===== src/rtl/rlink_tx_sched_pkg.sv =====
// Shared router definitions for the R-link TX scheduler: link state encoding
// and the link-flit constant sent while returning credits.
package rlink_tx_sched_pkg;

  typedef enum logic [1:0] {
    ST_STOP   = 2'b00,
    ST_RUN    = 2'b01,
    ST_RETURN = 2'b10
  } tx_state_e;

  // Sized generously so any supported FLIT_W can take a low slice of it.
  localparam int                    LINK_FLIT_MAX_W = 1024;
  localparam logic [LINK_FLIT_MAX_W-1:0] LINK_FLIT  = '0;

endpackage


===== src/rtl/rlink_rr_arb.sv =====
// Round-robin arbiter: one-hot grant from req, pointer moves to one past the
// winner whenever advance is high and something won.
module rlink_rr_arb #(
  parameter int NUM_REQ = 4
) (
  input  logic               clock,
  input  logic               rstn,
  input  logic [NUM_REQ-1:0] req,
  input  logic               advance,
  output logic [NUM_REQ-1:0] gnt
);

  localparam int PTR_W = (NUM_REQ > 1) ? $clog2(NUM_REQ) : 1;

  logic [PTR_W-1:0] ptr;
  logic [PTR_W-1:0] win_idx;
  logic             found;
  int               idx;

  // Scan from the pointer upward, wrapping, and take the first requester.
  always_comb begin
    gnt     = '0;
    win_idx = '0;
    found   = 1'b0;
    idx     = 0;
    for (int k = 0; k < NUM_REQ; k++) begin
      idx = int'(ptr) + k;
      if (idx >= NUM_REQ) idx = idx - NUM_REQ;
      if (!found && req[idx]) begin
        found    = 1'b1;
        gnt[idx] = 1'b1;
        win_idx  = PTR_W'(idx);
      end
    end
  end

  always_ff @(posedge clock or negedge rstn) begin
    if (!rstn) begin
      ptr <= '0;
    end else if (advance && found) begin
      if (win_idx == PTR_W'(NUM_REQ - 1)) ptr <= '0;
      else                                ptr <= win_idx + PTR_W'(1);
    end
  end

endmodule


===== src/rtl/rlink_tx_sched.sv =====
// R-link TX flit scheduler: arbitrates requesters onto the TX flit channel
// against L-credits and returns leftover credits as link flits on deactivate.
module rlink_tx_sched
  import rlink_tx_sched_pkg::*;
#(
  parameter int NUM_REQ = 4,
  parameter int FLIT_W  = 128,
  parameter int MAX_CRD = 15,
  parameter int CRD_W   = $clog2(MAX_CRD + 1)
) (
  input  logic                      clock,
  input  logic                      rstn,
  input  logic                      txla_run,
  input  logic                      txla_deactivate,
  input  logic [NUM_REQ-1:0]        req,
  input  logic [NUM_REQ*FLIT_W-1:0] req_flit,
  output logic [NUM_REQ-1:0]        gnt,
  input  logic                      txlcrdv,
  output logic                      txflitpend,
  output logic                      txflitv,
  output logic [FLIT_W-1:0]         txflit,
  output logic                      flit2send,
  output logic [CRD_W-1:0]          crd_cnt,
  output logic                      crd_ovf,
  output logic                      ret_done
);

  tx_state_e          state;
  logic               grant_ok;
  logic               ret_consume;
  logic               consume;
  logic [NUM_REQ-1:0] arb_req;
  logic [FLIT_W-1:0]  sel_flit;

  // Credits arriving this cycle are not usable until the next one.
  assign grant_ok    = (state == ST_RUN) && (|req) && (crd_cnt != '0);
  assign ret_consume = (state == ST_RETURN) && (crd_cnt != '0);
  assign consume     = grant_ok | ret_consume;
  assign txflitpend  = consume;
  assign flit2send   = |req;
  assign ret_done    = (state == ST_RETURN) && (crd_cnt == '0) && !txlcrdv;
  assign arb_req     = grant_ok ? req : '0;

  rlink_rr_arb #(
    .NUM_REQ (NUM_REQ)
  ) u_arb (
    .clock   (clock),
    .rstn    (rstn),
    .req     (arb_req),
    .advance (grant_ok),
    .gnt     (gnt)
  );

  always_comb begin
    sel_flit = '0;
    for (int i = 0; i < NUM_REQ; i++) begin
      if (gnt[i]) sel_flit = sel_flit | req_flit[i*FLIT_W +: FLIT_W];
    end
  end

  always_ff @(posedge clock or negedge rstn) begin
    if (!rstn) begin
      state   <= ST_STOP;
      crd_cnt <= '0;
      crd_ovf <= 1'b0;
      txflitv <= 1'b0;
      txflit  <= '0;
    end else begin
      case (state)
        ST_STOP:   if (txla_run) state <= ST_RUN;
        ST_RUN: begin
          if (txla_deactivate) state <= ST_RETURN;
          else if (!txla_run)  state <= ST_STOP;
        end
        ST_RETURN: if (ret_done) state <= ST_STOP;
        default:   state <= ST_STOP;
      endcase

      // A credit received while one is consumed leaves the count unchanged.
      if (txlcrdv && !consume) begin
        if (crd_cnt == CRD_W'(MAX_CRD)) crd_ovf <= 1'b1;
        else                            crd_cnt <= crd_cnt + CRD_W'(1);
      end else if (!txlcrdv && consume) begin
        crd_cnt <= crd_cnt - CRD_W'(1);
      end

      txflitv <= consume;
      if (grant_ok)         txflit <= sel_flit;
      else if (ret_consume) txflit <= LINK_FLIT[FLIT_W-1:0];
      else                  txflit <= '0;
    end
  end

endmodule


===== config.mk =====
export PLATFORM = sky130hd
export DESIGN_NAME = rlink_tx_sched
export DESIGN_NICKNAME = d
export VERILOG_FILES = /design/src/rtl/rlink_tx_sched_pkg.sv /design/src/rtl/rlink_rr_arb.sv /design/src/rtl/rlink_tx_sched.sv
export SDC_FILE = /design/constraint.sdc
export NUM_CORES = 1
export LEC_CHECK = 0
export CORE_AREA = 10 10 249 251
export DETAILED_ROUTE_END_ITERATION = 16
export DIE_AREA = 0 0 259 261
export RECOVER_POWER = 50
export SLEW_MARGIN = 30
export SYNTH_ARGS = -nofsm -noshare
export SYNTH_HDL_FRONTEND = slang
export SYNTH_SLANG_ARGS = --single-unit

===== constraint.sdc =====
create_clock -name clock -period 10.9 [get_ports clock]
set_clock_uncertainty 0.15 [all_clocks]
set_input_delay 2.18 -clock clock [delete_from_list [all_inputs] [get_ports clock]]
set_output_delay 2.18 -clock clock [all_outputs]
set_load 0.01 [all_outputs]

==> flow_summary_export.csv, run 1 <==
group,metric,value,unit
synthesis,syn_avg_cell_area,13.4,um2
clock_tree,cts_resized,0,
worst_hold_path,min_path_type,"flop to flop",
synthesis,yosys-top-cells-area,"dfrtp_1 47%, a221o_1 17%, a22o_1 15%",
final_layout,fin_area,15000,um2
critical_path,crit_path_end_kind,"output port",
timing,fmax,130,MHz
critical_path,crit_type,"primary input to output port",
global_routing,antenna_found_initial,4,
floorplan,io_pins,662,
power_and_ir_drop,power.share.clock,0.227,
floorplan,initial_core_util,0.130,
routing,postRouteAntennaNets,0,
power_and_ir_drop,powerDensity,187,nW/um2
synthesis,synth_area,7410,um2
clock_tree,clock_latency,0.46,ns
synthesis,synth_nets,1084,
outcome,violations,"max-capacitance violations, max-slew violations",
placement,place_area,14400,um2
timing,slew_viol_final,81,
critical_path,worstPathRequired,8.57,ns
final_layout,syn_to_final_growth,102,%
power_and_ir_drop,sequentialPowerShare,0.259,
routing,dr_total_vias,8164,
synthesis,synthFlopType,"dfrtp_1",
final_layout,fillers,5963,
synthesis,synth.most_common_cell,"dfrtp_1",
outcome,outcome,"finished, violations left",
clock_tree,clkSinkCount,138,
floorplan,coreArea,57100,um2
synthesis,yosysTopAreaCell,"dfrtp_1",
floorplan,core.rowCount,88,
critical_path,cpLargestDelayFamily,"buffers and inverters",
synthesis,ys_ff_latch,138,
timing,hold_viol,0,
timing,max-slew-margin-rel,-2.13,
global_routing,grt.overflow.total,0,
global_routing,grt_max_degree,81,
synthesis,synth_cell_types,56,
clock_tree,path_clk_slew,0.06,ns
clock_tree,root_buffer,"clkbuf_16",
worst_hold_path,min_from,"crd_ovf$_DFFE_PN0P_",
critical_path,cp-startpoint,"req[3]",
routing,first_iter_violations,551,
power_and_ir_drop,intPower,1800,uW
power_and_ir_drop,combPwrFrac,0.515,
floorplan,die-area,67600,um2
final_layout,layout.cells.non_filler,1955,
critical_path,crit_path_max_fanout,11,
critical_path,cp-start-kind,"primary input",
critical_path,cp_common_cell,"clkdlybuf4s50_1",
timing,fin_tns_setup,0,ns
timing,rsz0062_at_grt,"false",
timing,min_period_over_period,0.704,
placement,place_hpwl,36900,um
synthesis,syn_inst,553,
power_and_ir_drop,switching_share,0.359,
final_layout,drive_gt1_frac,0.0513,
power_and_ir_drop,p_leak,0.00608,uW
routing,detail_route.wl_per_cell,23.3,um
placement,dp.cells,1924,
final_layout,nets,1709,
global_routing,grt_use_total,0.126,
critical_path,worst-path-buf-inv,2,
critical_path,critPathMaxStageDelay,0.72,ns
routing,wl,45500,um
timing,setup_violations,0,
synthesis,yosys_warnings,0,
clock_tree,clockBufferDepth,2,
synthesis,synth_common_cells,"138 x dfrtp_1, 129 x a22o_1, 128 x a221o_1",
clock_tree,cts_made_buffers,17,
clock_tree,tritoncts,"built",
synthesis,synthArstFlopShare,1.00,
synthesis,synth-seq-area-share,0.466,
timing,worstMarginPinSlew,4.70,ns
clock_tree,postCtsSetupRepairBufs,0,
final_layout,utilization,0.262,
global_routing,grt_pass1_wl,62700,um
floorplan,fp.dieW,259,um
clock_tree,htreeDepth,4,
routing,drc_errors,0,
placement,gp_congestion,0.926,
synthesis,synth_edf_count,0,
synthesis,yosysTopAreaCellShare,0.466,
routing,dr.pass1.iters,4,
flow_run,cap_violations,1,
routing,vias_per_cell,4.18,
critical_path,crit_slowest_cell,"clkdlybuf4s50_1",
power_and_ir_drop,peakVddDrop,0.122,mV
floorplan,die_h,261,um
critical_path,crit_arrival,5.34,ns
final_layout,seqCellArea,3450,um2
clock_tree,cts_hold_buf,0,
placement,portBuffers,661,
final_layout,multi_input_area,3260,um2
global_routing,grt_pass1_vias,8808,
timing,period_needed,7.67,ns
critical_path,cp_cell_sequence,"clkdlybuf4s50_1 > or3b_4 > a2111oi_4 > or2_2 > a21oi_2 > a221oi_4 > clkdlybuf4s50_1",
power_and_ir_drop,power,2810,uW
power_and_ir_drop,power.switching,1010,uW
## routing by layer
metal / vias to the layer above / part of all wire / global-route usage
li1: 3605 / - / -
met1: 4096 / 0.39 / 0.140
met2: 427 / 0.51 / 0.218
met3: 32 / 0.094 / 0.0523
met4: 4 / 0.015 / 0.0341
met5: - / 0.00068 / 0
## path summary, 6_finish.rpt
path / endpoint / slack [ns] / cells after the start
worst max-delay path: gnt[0] / 3.23 / 7
worst min-delay path: crd_ovf$_DFFE_PN0P_ / 0.35 / 1
worst max register to register: txflit[127]$_DFF_PN0_ / 5.68 / 10
worst min register to register: crd_ovf$_DFFE_PN0P_ / 0.35 / 1
max in group asynchronous: txflit[120]$_DFF_PN0_ / 4.67 / 1
min in group asynchronous: txflit[122]$_DFF_PN0_ / 3.24 / 1
## worst register-to-register path, cell delays in order (launching register included)
cell       delay (ns)
dfrtp_1          0.72
clkinv_1         0.43
ha_1             0.60
mux4_2           0.65
nor2b_2          0.30
a221oi_1         0.17
o2bb2ai_4        0.19
buf_4            0.63
buf_4            0.81
a22o_1           0.33
a221o_1          0.16
## logic make-up (layout without fill, tap and decap cells)
family                     after synthesis  in the layout  share of synthesized area
buffers and inverters                   69            705                     0.0961
and+or+nand+nor                         29             29                     0.0260
adders and majority gates               10             10                     0.0179
DFF                                    138            138                      0.466
AOI/OAI and AO/OA                      295            295                      0.373
xor gates and xnor gates                 6              6                    0.00709
muxes                                    6              6                     0.0133
other                                    0              1                          0
## through the flow
step                hold slack, ns  setup WS [ns]
CTS                          0.349           3.26
detailed placement           0.335           3.26
global route                 0.375           3.10
global placement             0.313           3.33
finish                       0.350           3.23
floorplan                    0.303           4.64
## power groups by stage
stage               clock [uW]  sequential (uW)  combinational, uW
finish                     637              727               1440
detailed placement           0              738               1470
global route               682              742               1550
global placement             0              737               1470
CTS                        662              731               1490
floorplan                    0              777                820
## registers in the layout (all words and copies together) (netlist names), named ones only
signal / count
crd_ovf: 1
state: 2
u_arb.ptr: 1
txflitv: 1
txflit: 128
crd_cnt: 4
## cell usage in the layout (no fill, tap or decap), types with 5 or more instances in the layout
cell type / instances
clkdlybuf4s50_1: 590
dfrtp_1: 138
a22o_1: 129
a221o_1: 128
dlygate4sd3_1: 70
clkbuf_16: 17
o21ai_0: 10
ha_1: 9
buf_4: 9
a21oi_1: 5
xnor2_1: 5
## area by class of cell
cell class,instances,share of cell area
repair buffers,670,0.445
flip-flops and latches,138,0.230
multi-input cells,346,0.218
well taps,765,0.0638
clock buffers,17,0.0284
clock inverters,13,0.0130
inverters,5,0.00125
diodes,1,0.000167
(Power assumes the default switching activity.)
==> inputs of run 2 (changes only) <==
==> constraint.sdc (replaced) <==
create_clock -name clock -period 7.15 [get_ports clock]
set_clock_uncertainty 0.15 [all_clocks]
set_input_delay 1.43 -clock clock [delete_from_list [all_inputs] [get_ports clock]]
set_output_delay 1.43 -clock clock [all_outputs]
set_load 0.01 [all_outputs]
==> run 2 against run 1 <==
The flow still finishes with violations (max-capacitance violations, max-slew violations); via count shrank 0.45%; largest power group unchanged; clock power up 47%; count of clock-buffer cells in the layout grew 1; highest routed layer unchanged; sequential share of layout area barely moved; combinational power increased by 53%; final cell count is 0.15% higher; first-iteration DRC count is 12% higher; register-to-register slack lost 3.7 ns.
==> flow_summary_export.csv, run 2 (synthesis results as in run 1) <==
group,metric,value,unit
routing,drc_errors,0,
final_layout,multi_input_area,3260,um2
critical_path,crit_arrival,4.20,ns
routing,first_iter_violations,618,
final_layout,largest_registers,"txflit (128), crd_cnt (4), state (2)",
routing,wl,46100,um
timing,min_period_over_period,0.809,
final_layout,final_cell_mix,"590 x clkdlybuf4s50_1, 138 x dfrtp_1, 129 x a22o_1",
outcome,outcome,"finished, violations left",
clock_tree,clock_latency,0.47,ns
timing,period_needed,5.78,ns
critical_path,cpLargestDelayFamily,"buffers and inverters",
placement,place_area,14400,um2
routing,detail_route.wl_per_cell,23.6,um
global_routing,grt_use_met1,0.141,
floorplan,initial_core_util,0.130,
global_routing,grt_use_total,0.128,
critical_path,worst-path-buf-inv,2,
final_layout,fin_area,15000,um2
placement,gp_congestion,0.920,
global_routing,antenna_found_initial,3,
timing,finalWorstSetupSlack,1.37,ns
floorplan,io_pins,662,
final_layout,drive_gt1_frac,0.0529,
clock_tree,htreeDepth,4,
routing,vias_per_cell,4.15,
outcome,violations,"max-capacitance violations, max-slew violations",
timing,worstMarginPinSlew,1.93,ns
placement,portBuffers,661,
critical_path,crit_type,"flop to output port",
power_and_ir_drop,powerDensity,284,nW/um2
critical_path,critPathMaxStageDelay,0.73,ns
global_routing,use_met3,0.0545,
timing,hold_viol,0,
clock_tree,tritoncts,"built",
final_layout,fillers,5965,
routing,dr.pass1.iters,5,
power_and_ir_drop,peakVddDrop,0.198,mV
clock_tree,path_clk_slew,0.07,ns
worst_hold_path,min_path_type,"flop to flop",
critical_path,crit_slowest_cell,"dfrtp_1",
timing,fmax,173,MHz
critical_path,cp_cell_sequence,"clkinv_1 > ha_1 > mux4_2 > nor2b_2 > a22oi_1 > a221oi_4 > clkdlybuf4s50_1",
global_routing,grt.overflow.total,0,
critical_path,worstPathRequired,5.57,ns
clock_tree,cts_made_buffers,17,
timing,fin_tns_setup,0,ns
routing,postRouteAntennaNets,0,
global_routing,grt_pass1_wl,63600,um
flow_run,cap_violations,1,
floorplan,fp.dieW,259,um
global_routing,grt_pass1_vias,8753,
timing,max-slew-margin-rel,-0.288,
clock_tree,cts_resized,0,
clock_tree,root_buffer,"clkbuf_16",
global_routing,grt_use_met2,0.222,
timing,slew_viol_final,35,
global_routing,grt_max_degree,75,
final_layout,largest_register_ffs,128,
floorplan,coreArea,57100,um2
final_layout,top_register,"txflit",
floorplan,core.rowCount,88,
floorplan,die-area,67600,um2
placement,post-place-ws,1.44,ns
clock_tree,clockBufferDepth,2,
clock_tree,clkSinkCount,138,
placement,place_hpwl,37100,um
routing,dr_total_vias,8127,
final_layout,final_common_cell,"clkdlybuf4s50_1",
clock_tree,postCtsSetupRepairBufs,0,
final_layout,nets,1710,
timing,rsz0062_at_grt,"false",
critical_path,cp-start-kind,"flop",
power_and_ir_drop,power,4250,uW
final_layout,seqCellArea,3450,um2
global_routing,grt_most_used_layer,"met2",
final_layout,syn_to_final_growth,102,%
power_and_ir_drop,p_leak,0.00608,uW
critical_path,crit_path_end_kind,"output port",
floorplan,die_h,261,um
timing,setup_violations,0,
clock_tree,cts_hold_buf,0,
critical_path,crit_path_max_fanout,15,
-- run 2: changes by cell type in the layout (fill, tap and decap cells not counted), sizes merged --
cell	change
inv	+3
bufinv	-2
buf	+1
clkbuf	+1
clkinv	+1
clkinvlp	-1
-- run 2: path summary, 6_finish.rpt --
check                                     from                     to  slack [ns]  cells past startpoint
max in group asynchronous                 rstn   txflit[91]$_DFF_PN0_        3.83                      2
setup reg to reg                          flop   txflit[58]$_DFF_PN0_        1.98                      9
hold reg to reg            crd_ovf$_DFFE_PN0P_    crd_ovf$_DFFE_PN0P_        0.33                      1
min in group asynchronous                 rstn  txflit[125]$_DFF_PN0_        1.35                      1
hold / removal             crd_ovf$_DFFE_PN0P_    crd_ovf$_DFFE_PN0P_        0.33                      1
setup / recovery                          flop                 gnt[0]        1.37                      7
-- run 2: through the flow --
step | utilization | std cells | hold WS, ns
after detailed placement | 0.252 | 1925 | 0.316
after global placement | 0.252 | 1925 | 0.313
after CTS | 0.262 | 1957 | 0.335
after global routing | 0.262 | 1957 | 0.381
final | 0.262 | 1958 | 0.329
after floorplan | - | 553 | 0.303
-- run 2: final cells by class --
type / instances / area share
diodes: 1 / 0.000167
well taps: 765 / 0.0639
flip-flops and latches: 138 / 0.231
inverters: 5 / 0.00125
clock inverters: 14 / 0.0109
multi-input cells: 346 / 0.218
clock buffers: 18 / 0.0287
repair buffers: 671 / 0.447
-- run 2: power by group --
group	internal, uW	total (uW)	switching [uW]
clock	522	937	415
sequential	998	1110	112
combinational	1160	2200	1040
-- run 2: worst register-to-register path: stages (launching register included) --
cell      delay (ns)
dfrtp_1         0.73
clkinv_1        0.42
ha_1            0.59
mux4_2          0.65
nor2b_2         0.31
a22oi_1         0.17
a221oi_4        0.28
buf_4           0.59
buf_4           0.79
a221o_1         0.42
-- run 2: layer usage --
layer  share of wire  vias to the layer above  wire length [um]
met5         0.00069                        -                32
met4           0.014                        4               630
met3            0.10                       32              4610
met2            0.51                      437             23500
met1            0.38                     4046             17400
li1                -                     3608                 -
==> inputs of run 3 (changes only) <==
--- a/config.mk
+++ b/config.mk
@@ -5,9 +5,9 @@
 export SDC_FILE = /design/constraint.sdc
 export NUM_CORES = 1
 export LEC_CHECK = 0
-export CORE_AREA = 10 10 249 251
+export CORE_AREA = 10 10 246 248
 export DETAILED_ROUTE_END_ITERATION = 16
-export DIE_AREA = 0 0 259 261
+export DIE_AREA = 0 0 256 258
 export RECOVER_POWER = 50
 export SLEW_MARGIN = 30
 export SYNTH_ARGS = -nofsm -noshare
==> constraint.sdc (replaced) <==
create_clock -name clock -period 5.3 [get_ports clock]
set_clock_uncertainty 0.15 [all_clocks]
set_input_delay 1.06 -clock clock [delete_from_list [all_inputs] [get_ports clock]]
set_output_delay 1.06 -clock clock [all_outputs]
set_load 0.01 [all_outputs]
==> run 3 against run 2 <==
The flow still finishes with violations (max-capacitance violations, max-slew violations); non-clock buffer count is 1 higher; count of clock-buffer cells in the layout stayed put; combinational power is 40% higher; sequential cell count stayed put; final cell count is 0.31% lower; clock power is 38% higher; power is 37% higher; wire length is 3.7% higher; register-to-register slack worse by 0.68 ns; worst hold slack better by 0.032 ns; sequential share of layout area is 0.12 points lower; largest power group unchanged; highest routed layer unchanged.
==> flow_summary_export.csv, run 3 (synthesis results as in run 1) <==
group,metric,value,unit
final_layout,top_register,"txflit",
timing,slew_viol_final,69,
final_layout,largest_register_ffs,128,
routing,dr_total_vias,8192,
critical_path,critPathCapture,"gnt[0]",
power_and_ir_drop,p_leak,0.00611,uW
global_routing,grt_use_total,0.140,
critical_path,worstReg2RegEnd,"txflit[67]$_DFF_PN0_",
clock_tree,htreeDepth,4,
routing,first_iter_violations,575,
timing,fin_tns_setup,0,ns
placement,place_hpwl,37500,um
clock_tree,cts_made_buffers,17,
final_layout,seqCellArea,3450,um2
critical_path,crit_path_max_fanout,9,
global_routing,grt_pass1_wl,67000,um
worst_hold_path,min_path_type,"flop to flop",
clock_tree,root_buffer,"clkbuf_16",
clock_tree,clockBufferDepth,2,
routing,vias_per_cell,4.20,
timing,period_needed,5.00,ns
power_and_ir_drop,powerDensity,388,nW/um2
timing,worstMarginPinSlew,3.46,ns
power_and_ir_drop,power,5840,uW
power_and_ir_drop,peakVddDrop,0.244,mV
outcome,outcome,"finished, violations left",
floorplan,coreArea,55700,um2
timing,hold_viol,0,
timing,fmax,200,MHz
floorplan,io_pins,662,
final_layout,multi_input_area,3260,um2
routing,wl,47800,um
clock_tree,clkSinkCount,138,
routing,postRouteAntennaNets,0,
critical_path,cp-start-kind,"primary input",
placement,gp_congestion,0.922,
critical_path,worstPathRequired,4.09,ns
clock_tree,clock_latency,0.47,ns
global_routing,grt_max_degree,129,
global_routing,grt_pass1_vias,8765,
power_and_ir_drop,switching_share,0.366,
final_layout,final_cell_mix,"592 x clkdlybuf4s50_1, 137 x dfrtp_1, 129 x a22o_1",
final_layout,fillers,5888,
critical_path,cp-startpoint,"req[1]",
power_and_ir_drop,power.share.clock,0.221,
timing,min_period_over_period,0.943,
global_routing,grt.overflow.total,0,
critical_path,crit_arrival,3.79,ns
routing,dr.pass1.iters,5,
power_and_ir_drop,intPower,3700,uW
global_routing,antenna_found_initial,10,
flow_run,cap_violations,1,
final_layout,largest_registers,"txflit (128), crd_cnt (4), state (2)",
clock_tree,path_clk_slew,0.06,ns
critical_path,r2r-start,"u_arb.ptr[1]$_DFFE_PN0P_",
power_and_ir_drop,sequentialPowerShare,0.253,
routing,detail_route.wl_per_cell,24.5,um
clock_tree,tritoncts,"built",
floorplan,die-area,66000,um2
critical_path,crit_path_end_kind,"output port",
placement,portBuffers,661,
floorplan,fp.dieW,256,um
final_layout,syn_to_final_growth,103,%
timing,max-slew-margin-rel,-1.31,
timing,setup_violations,0,
floorplan,initial_core_util,0.133,
final_layout,drive_gt1_frac,0.0537,
critical_path,ff2ff_path_depth,8,
outcome,violations,"max-capacitance violations, max-slew violations",
power_and_ir_drop,combPwrFrac,0.527,
critical_path,r2r_slack,1.30,ns
floorplan,core.rowCount,87,
routing,drc_errors,0,
final_layout,nets,1711,
critical_path,crit_type,"primary input to output port",
floorplan,die_h,258,um
final_layout,final_common_cell,"clkdlybuf4s50_1",
power_and_ir_drop,power.switching,2140,uW
timing,rsz0062_at_grt,"false",
-- run 3: cell count changes in the layout (fill, tap and decap cells not counted), sizes merged --
cell,before,now
bufinv,2,3
clkinvlp,1,0
dlygate4sd2,0,1
inv,10,6
clkdlybuf4s50,590,592
clkinv,6,9
diode,1,4
dlygate4sd3,70,68
-- run 3: worst min-delay path by stage --
| stage | from | to | slack (ns) | depth (start not counted) |
|---|---|---|---|---|
| floorplan | state[1]$_DFFE_PN0P_ | state[1]$_DFFE_PN0P_ | 0.30 | 1 |
| global placement | crd_ovf$_DFFE_PN0P_ | crd_ovf$_DFFE_PN0P_ | 0.32 | 1 |
| detailed placement | crd_ovf$_DFFE_PN0P_ | crd_ovf$_DFFE_PN0P_ | 0.34 | 1 |
| CTS | crd_ovf$_DFFE_PN0P_ | crd_ovf$_DFFE_PN0P_ | 0.36 | 1 |
| global route | crd_ovf$_DFFE_PN0P_ | crd_ovf$_DFFE_PN0P_ | 0.39 | 1 |
| finish | crd_ovf$_DFFE_PN0P_ | crd_ovf$_DFFE_PN0P_ | 0.36 | 1 |
-- run 3: per-layer routing --
| layer | global-route usage | share of wire |
|---|---|---|
| met1 | 0.155 | 0.39 |
| met5 | 0 | 0.00075 |
| met3 | 0.0602 | 0.087 |
| met4 | 0.0589 | 0.030 |
| met2 | 0.231 | 0.50 |
-- run 3: metrics by stage --
| step | utilization | hold slack (ns) | area, um2 | setup slack, ns | instances |
|---|---|---|---|---|---|
| 4_1_cts | 0.270 | 0.361 | 15100 | 0.141 | 1948 |
| 3_3_place_gp | 0.259 | 0.321 | 14400 | 0.362 | 1917 |
| 6_report | 0.270 | 0.361 | 15100 | 0.303 | 1952 |
| 2_1_floorplan | - | 0.303 | 7410 | 1.08 | 553 |
| 5_1_grt | 0.270 | 0.385 | 15100 | 0.114 | 1952 |
| 3_5_place_dp | 0.259 | 0.336 | 14400 | 0.322 | 1917 |
-- run 3: what timing repair did --
action | CTS | global route
endpoints found under the setup margin | 0 | 1
hold buffers | 0 | 0
gates resized for setup | 0 | 1
setup buffers | 0 | 0
-- run 3: layout make-up --
cell class              instances  share of cell area
repair buffers                672               0.449
multi-input cells             346               0.217
well taps                     756              0.0628
diodes                          4            0.000665
clock buffers                  18              0.0292
flip-flops and latches        138               0.229
clock inverters                13              0.0113
inverters                       5             0.00125
-- run 3: worst max-delay path, stage by stage --
cell             delay [ns]
clkdlybuf4s50_1        0.49
clkbuf_1               0.36
nand3b_1               0.21
a2111oi_4              0.41
or2_2                  0.21
a21oi_2                0.07
a221oi_4               0.32
clkdlybuf4s50_1        0.65
-- run 3: power groups by stage --
| stage | clock (uW) | sequential, uW | combinational [uW] |
|---|---|---|---|
| 4_1_cts | 1360 | 1490 | 3160 |
| 3_5_place_dp | 0 | 1500 | 3140 |
| 2_1_floorplan | 0 | 1600 | 1690 |
| 3_3_place_gp | 0 | 1500 | 3120 |
| 6_report | 1290 | 1480 | 3070 |
| 5_1_grt | 1390 | 1510 | 3290 |
